<file path="src/rtl/tone_det_pkg.sv">
// +----------------------------------------------------------------------+
// | tone_det_pkg : shared types and constants for the tone detector       |
// | Rev 1.0                                                              |
// +----------------------------------------------------------------------+
`default_nettype none

package tone_det_pkg;

  typedef enum logic [1:0] {
    SEEK_LOW = 2'd0,
    LOW      = 2'd1,
    HIGH     = 2'd2
  } tone_det_state_t;

  typedef logic signed [15:0] sample_t;

  localparam sample_t HYST_DEFAULT = 16'sd1024;

  // 17-bit intermediate so that |-32768| is representable as 16'h8000
  function automatic logic [15:0] abs16(input sample_t x);
    logic signed [16:0] x17;
    logic signed [16:0] neg17;
    x17   = {x[15], x};
    neg17 = -x17;
    return x17[16] ? neg17[15:0] : x17[15:0];
  endfunction

endpackage

`default_nettype wire

</file>
<file path="src/rtl/tone_det_crossing.sv">
// +----------------------------------------------------------------------+
// | tone_det_crossing : hysteresis crossing FSM and reference flag        |
// | Rev 1.0                                                              |
// +----------------------------------------------------------------------+
`default_nettype none

module tone_det_crossing
  import tone_det_pkg::*;
#(
  parameter sample_t HYST = HYST_DEFAULT
) (
  input  logic    clk,
  input  logic    rst_in,
  input  sample_t data_i,
  input  logic    valid_i,
  input  logic    cnt_sat_i,
  output logic    rising_event_o,
  output logic    timeout_clear_o,
  output logic    have_ref_o
);

  tone_det_state_t state_q;
  logic            have_ref_q;
  logic            is_high;
  logic            is_low;

  assign is_high         = (data_i >= HYST);
  assign is_low          = (data_i <= -HYST);
  assign rising_event_o  = valid_i && (state_q == LOW) && is_high;
  // An event on the saturating sample takes precedence over the timeout
  assign timeout_clear_o = valid_i && cnt_sat_i && !rising_event_o;
  assign have_ref_o      = have_ref_q;

  always_ff @(posedge clk) begin
    if (rst_in) begin
      state_q    <= SEEK_LOW;
      have_ref_q <= 1'b0;
    end else if (valid_i) begin
      if (rising_event_o) begin
        state_q    <= HIGH;
        have_ref_q <= 1'b1;
      end else if (timeout_clear_o) begin
        state_q    <= SEEK_LOW;
        have_ref_q <= 1'b0;
      end else begin
        case (state_q)
          SEEK_LOW: if (is_low) state_q <= LOW;
          HIGH:     if (is_low) state_q <= LOW;
          default:  state_q <= state_q;
        endcase
      end
    end
  end

endmodule

`default_nettype wire

</file>
<file path="src/rtl/tone_detector.sv">
// +----------------------------------------------------------------------+
// | tone_detector : period / peak / lock measurement of a test tone       |
// | Optional peak tracker enabled by TONE_DET_PEAK_EN.  Rev 1.0           |
// +----------------------------------------------------------------------+
`default_nettype none

module tone_detector
  import tone_det_pkg::*;
#(
  parameter sample_t HYST       = HYST_DEFAULT,
  parameter int      PERIOD_W   = 16,
  parameter int      PERIOD_TOL = 2,
  parameter int      LOCK_COUNT = 4
) (
  input  logic                clk,
  input  logic                rst_in,
  input  logic signed [15:0]  data_in,
  input  logic                sample_valid_in,
  output logic [PERIOD_W-1:0] period_out,
  output logic [15:0]         peak_out,
  output logic                measure_valid_out,
  output logic                locked_out
);

  localparam int                  MATCH_W  = $clog2(LOCK_COUNT + 1);
  localparam logic [MATCH_W-1:0]  LOCK_N   = MATCH_W'(LOCK_COUNT);
  localparam logic [PERIOD_W-1:0] TOL      = PERIOD_W'(PERIOD_TOL);
  localparam logic [PERIOD_W-1:0] CNT_LAST = {{(PERIOD_W-1){1'b1}}, 1'b0};

  logic                rising_event;
  logic                timeout_clear;
  logic                have_ref;
  logic                measure;
  logic                cnt_sat;
  logic                match;
  logic [PERIOD_W-1:0] cnt_q;
  logic [PERIOD_W-1:0] period_d;
  logic [PERIOD_W-1:0] diff;
  logic [PERIOD_W-1:0] period_q;
  logic [PERIOD_W-1:0] prev_q;
  logic                prev_vld_q;
  logic [MATCH_W-1:0]  match_q;
  logic [MATCH_W-1:0]  match_d;
  logic                locked_q;
  logic                mv_q;

  tone_det_crossing #(
    .HYST (HYST)
  ) u_crossing (
    .clk             (clk),
    .rst_in          (rst_in),
    .data_i          (data_in),
    .valid_i         (sample_valid_in),
    .cnt_sat_i       (cnt_sat),
    .rising_event_o  (rising_event),
    .timeout_clear_o (timeout_clear),
    .have_ref_o      (have_ref)
  );

  // Timeout fires on the non-event sample that would bring cnt to all-ones
  assign cnt_sat  = (cnt_q == CNT_LAST);
  assign measure  = rising_event && have_ref;
  assign period_d = cnt_q + 1'b1;
  assign diff     = (period_d >= prev_q) ? (period_d - prev_q) : (prev_q - period_d);
  assign match    = prev_vld_q && (diff <= TOL);

  always_comb begin
    match_d = '0;
    if (match) match_d = (match_q == LOCK_N) ? LOCK_N : match_q + 1'b1;
  end

  always_ff @(posedge clk) begin
    if (rst_in || rising_event || timeout_clear) begin
      cnt_q <= '0;
    end else if (sample_valid_in) begin
      cnt_q <= cnt_q + 1'b1;
    end
  end

  always_ff @(posedge clk) begin
    if (rst_in) begin
      period_q   <= '0;
      prev_q     <= '0;
      prev_vld_q <= 1'b0;
      match_q    <= '0;
      locked_q   <= 1'b0;
      mv_q       <= 1'b0;
    end else begin
      mv_q <= measure;
      if (timeout_clear) begin
        prev_vld_q <= 1'b0;
        match_q    <= '0;
        locked_q   <= 1'b0;
      end else if (measure) begin
        period_q   <= period_d;
        prev_q     <= period_d;
        prev_vld_q <= 1'b1;
        match_q    <= match_d;
        locked_q   <= (match_d == LOCK_N);
      end
    end
  end

`ifdef TONE_DET_PEAK_EN
  logic [15:0] abs_x;
  logic [15:0] trk_q;
  logic [15:0] peak_q;

  assign abs_x = abs16(data_in);

  // Captured peak excludes the event sample, which then seeds the tracker
  always_ff @(posedge clk) begin
    if (rst_in) begin
      trk_q  <= '0;
      peak_q <= '0;
    end else if (sample_valid_in) begin
      if (rising_event) begin
        trk_q <= abs_x;
        if (measure) peak_q <= trk_q;
      end else if (abs_x > trk_q) begin
        trk_q <= abs_x;
      end
    end
  end

  assign peak_out = peak_q;
`else
  assign peak_out = '0;
`endif

  assign period_out        = period_q;
  assign measure_valid_out = mv_q;
  assign locked_out        = locked_q;

endmodule

`default_nettype wire

</file>
<file path="config.mk">
export PLATFORM = sky130hd
export DESIGN_NAME = tone_detector
export DESIGN_NICKNAME = d
export VERILOG_FILES = /design/src/rtl/tone_det_pkg.sv /design/src/rtl/tone_det_crossing.sv /design/src/rtl/tone_detector.sv
export SDC_FILE = /design/constraint.sdc
export NUM_CORES = 1
export LEC_CHECK = 0
export BUFFER_PORTS_ARGS = -buffer_cell sky130_fd_sc_hd__buf_2
export CAP_MARGIN = 5
export CORE_AREA = 4 4 98 100
export DETAILED_ROUTE_END_ITERATION = 10
export DIE_AREA = 0 0 102 104
export GPL_TIMING_DRIVEN = 0
export HOLD_SLACK_MARGIN = 0.08
export SETUP_SLACK_MARGIN = 0.1
export SYNTH_ARGS = -nofsm -noshare
export SYNTH_HDL_FRONTEND = slang
export SYNTH_HIERARCHICAL = 1
export SYNTH_SLANG_ARGS = --single-unit
</file>
<file path="constraint.sdc">
create_clock -name clk -period 6.55 [get_ports clk]
set_input_delay 0.9825 -clock clk [delete_from_list [all_inputs] [get_ports clk]]
set_output_delay 0.9825 -clock clk [all_outputs]
set_load 0.02 [all_outputs]
</file>
==> results.sh <==
export IMPL_outcome="complete, no violations"
export IMPL_synthFlopType="dfxtp_1"
export IMPL_critPathArrivalTime_ps=5140
export IMPL_die_height_um=104
export IMPL_cts_sinks=41
export IMPL_row_count=34
export IMPL_crit_slowest_cell="ha_1"
export IMPL_clock_path_buffers=2
export IMPL_routedWlPerCell_um=14.8
export IMPL_nNetsFinal=615
export IMPL_fin_setup_tns_ps=0
export IMPL_fin_skew_ps=7.00
export IMPL_syn_mean_instance_area_um2=7.77
export IMPL_comb_power_share=0.240
export IMPL_critical_path_cell_chain="clkbuf_1 -> nand2_1 -> nor2_1 -> and2_1 -> and3_1 -> clkbuf_1 -> nand2_1 -> xor2_1 -> inv_1 -> ha_1 -> nor2b_1 -> a2111o_1 -> a211oi_1 -> o2111ai_1 -> nor4_1 -> a32oi_1 -> nor3_1 -> nand4_2 -> o31ai_2"
export IMPL_cts_setup_buffers=0
export IMPL_die_area_um2=10600
export IMPL_grt_pass1_wl_um=16500
export IMPL_fmax_mhz=203
export IMPL_period_needed_ps=4930
export IMPL_cp_endpoint="locked_out"
export IMPL_startpoint="cnt_q[2]"
export IMPL_p_per_area_nw_per_um2=128
export IMPL_finalHoldViolCount=0
export IMPL_leakage_nw=1.98
export IMPL_critPathMaxFanout=9
export IMPL_seqPwrFrac=0.459
export IMPL_slew_headroom=0.524
export IMPL_rsz0062_at_grt="false"
export IMPL_die_width_um=102
export IMPL_timing_rr_end="locked_out"
export IMPL_place_congestion=0.860
export IMPL_fillers=945
export IMPL_drt_vias_per_instance=5.42
export IMPL_syn_inst=501
export IMPL_syn_area_um2=3890
export IMPL_r2r_start="cnt_q[2]"
export IMPL_antenna_found_initial=0
export IMPL_switching_share=0.293
export IMPL_critPathRequiredTime_ps=6760
export IMPL_initial_core_util=0.449
export IMPL_slowest_delay_ps=440
export IMPL_synth_edf_count=0
export IMPL_path_class="reg2reg"
export IMPL_ctsResizeCount=0
export IMPL_multi_input_area_um2=2670
export IMPL_numCtsBuffers=5
export IMPL_htreeDepth=2
export IMPL_port_buffers=36
export IMPL_ys_ff_latch=41
export IMPL_start_kind="flip-flop"
export IMPL_final_setup_viol_count=0
export IMPL_grt_start_max_net_pins=12
export IMPL_grtUsageTotal=0.187
export IMPL_cts_hold_buffers=0
export IMPL_drtIter0Drc=142
export IMPL_antenna_left=0
export IMPL_endpoint_kind="flip-flop"
export IMPL_synthToLayoutAreaGrowth_pct=11.8
export IMPL_peakVddDrop_mv=0.109
export IMPL_drive_above_1_share=0.157
export IMPL_r2r_slack_ps=1620
export IMPL_period_share=0.753
export IMPL_timing_max_transition_violations_final=0
export IMPL_drc_errors=0
export IMPL_ios=53
export IMPL_ys_seq_area_frac=0.211
export IMPL_ys_warn_count=6
export IMPL_p_int_w=0.000393
export IMPL_worst_pin_slew_ps=709
export IMPL_register_area_um2=821
export IMPL_grt_pass1_vias=3459
export IMPL_core_um2=8680
export IMPL_synth_async_reset_ratio=0
export IMPL_cts_tree="built"
export IMPL_final_util=0.502
export IMPL_drtPass1Iterations=5
export IMPL_antennaDiodeCount=0
export IMPL_hpwlAfterDp_um=8070
export IMPL_vias=3617
export IMPL_grt_ovfl_total=0
export IMPL_drv_cap=0
export IMPL_routed_wl_um=9860
export IMPL_clkLatencyLatePin_ps=290
export IMPL_ff2ff_path_depth=19
export IMPL_clockRootBuffer="clkbuf_8"
export IMPL_min_path_type="reg2reg"
export IMPL_p_sw_w=0.000163
export IMPL_pwr_share_clk=0.301
export IMPL_yosysUniqueCellTypes=72
export IMPL_clk_pin_slew_worst_paths_ps=80
-- critical path, delay by kind of cell (launching register included) --
| kind | cells | cell delay, ps |
|---|---|---|
| simple gates | 9 | 1900 |
| compound gates | 5 | 1290 |
| buf+inv | 3 | 590 |
| fa+ha+maj | 1 | 440 |
| flops | 1 | 310 |
| xor+xnor | 1 | 300 |
-- synthesized netlist by cell type, drive strengths merged (6+ instances only) --
cell | count | share of area
a21oi | 40 | 0.057
nor2 | 50 | 0.048
a211oi | 17 | 0.033
nor3 | 8 | 0.010
a31oi | 6 | 0.011
nand4 | 15 | 0.026
nand3 | 19 | 0.024
xor2 | 27 | 0.061
dfxtp | 41 | 0.21
inv | 47 | 0.045
buf | 27 | 0.058
ha | 35 | 0.11
xnor2 | 11 | 0.025
o21ai | 18 | 0.024
a21o | 6 | 0.012
nor4 | 6 | 0.015
nand2 | 32 | 0.031
clkbuf | 13 | 0.015
-- through the flow --
step | worst slack, ps | instances | hold WS, ps | total power [W] | instance area [µm²]
2_1_floorplan | 2670 | 516 | 464 | 0.000363 | 3950
3_3_place_gp | 1670 | 660 | 471 | 0.000392 | 4270
3_5_place_dp | 1630 | 660 | 493 | 0.000393 | 4270
4_1_cts | 1600 | 667 | 504 | 0.000563 | 4350
5_1_grt | 1250 | 667 | 536 | 0.000588 | 4350
6_report | 1620 | 667 | 498 | 0.000556 | 4350
-- routing by layer --
layer,vias up,wire length [µm],track usage
li1,1846,-,-
met5,-,0,0
met3,15,404,0.0201
met2,94,4810,0.322
met4,0,163,0.0487
met1,1662,4480,0.246
-- power groups by stage --
stage	combinational [W]	sequential, W	clock, W
2_1_floorplan	0.000103	0.000260	0
3_3_place_gp	0.000131	0.000261	0
6_report	0.000133	0.000255	0.000167
3_5_place_dp	0.000132	0.000261	0
5_1_grt	0.000148	0.000256	0.000185
4_1_cts	0.000133	0.000255	0.000175
-- worst min-delay path by stage --
stage	cells after the start	slack, ps	startpoint	endpoint
after global placement	2	470	locked_out	locked_out
after floorplan	2	460	u_crossing/state_q[0]	u_crossing/state_q[0]
after global routing	2	540	u_crossing/have_ref_o	u_crossing/have_ref_o
after CTS	2	500	locked_out	locked_out
final	2	500	locked_out	locked_out
after detailed placement	2	490	locked_out	locked_out
-- cell type report --
class | instances | share of cell area
sequential | 41 | 0.189
inverter | 47 | 0.0405
tap | 108 | 0.0310
buffer | 40 | 0.0650
clock buffer | 7 | 0.0198
multi-input combinational | 388 | 0.614
timing repair buffer | 36 | 0.0414
-- cells by family after synthesis --
kind of cell / Yosys count / synth area share
AOI/OAI and AO/OA: 128 / 0.231
xor gates and xnor gates: 38 / 0.0854
adders and majority gates: 37 / 0.123
buffers and inverters: 87 / 0.118
DFF: 41 / 0.211
muxes: 6 / 0.0157
other: 1 / 0.000963
and+or+nand+nor: 163 / 0.215
-- registers in the layout, indices dropped and copies added, names as in the netlist --
register / flops
locked_out: 1
u_crossing/state_q: 2
cnt_q: 16
u_crossing/have_ref_o: 1
prev_q: 16
measure_valid_out: 1
match_q: 3
prev_vld_q: 1
-- cell usage in the layout (no fill, tap or decap), types with 13 or more instances in the layout --
cell type,count
nor2_1,50
o21ai_0,14
a21oi_1,38
xor2_1,27
inv_1,46
nand4_1,14
ha_1,35
conb_1,16
clkbuf_1,13
buf_4,16
nand3_1,19
buf_2,38
dfxtp_1,41
nand2_1,31
a211oi_1,17
Note: power is estimated with default switching activity, not from simulation.
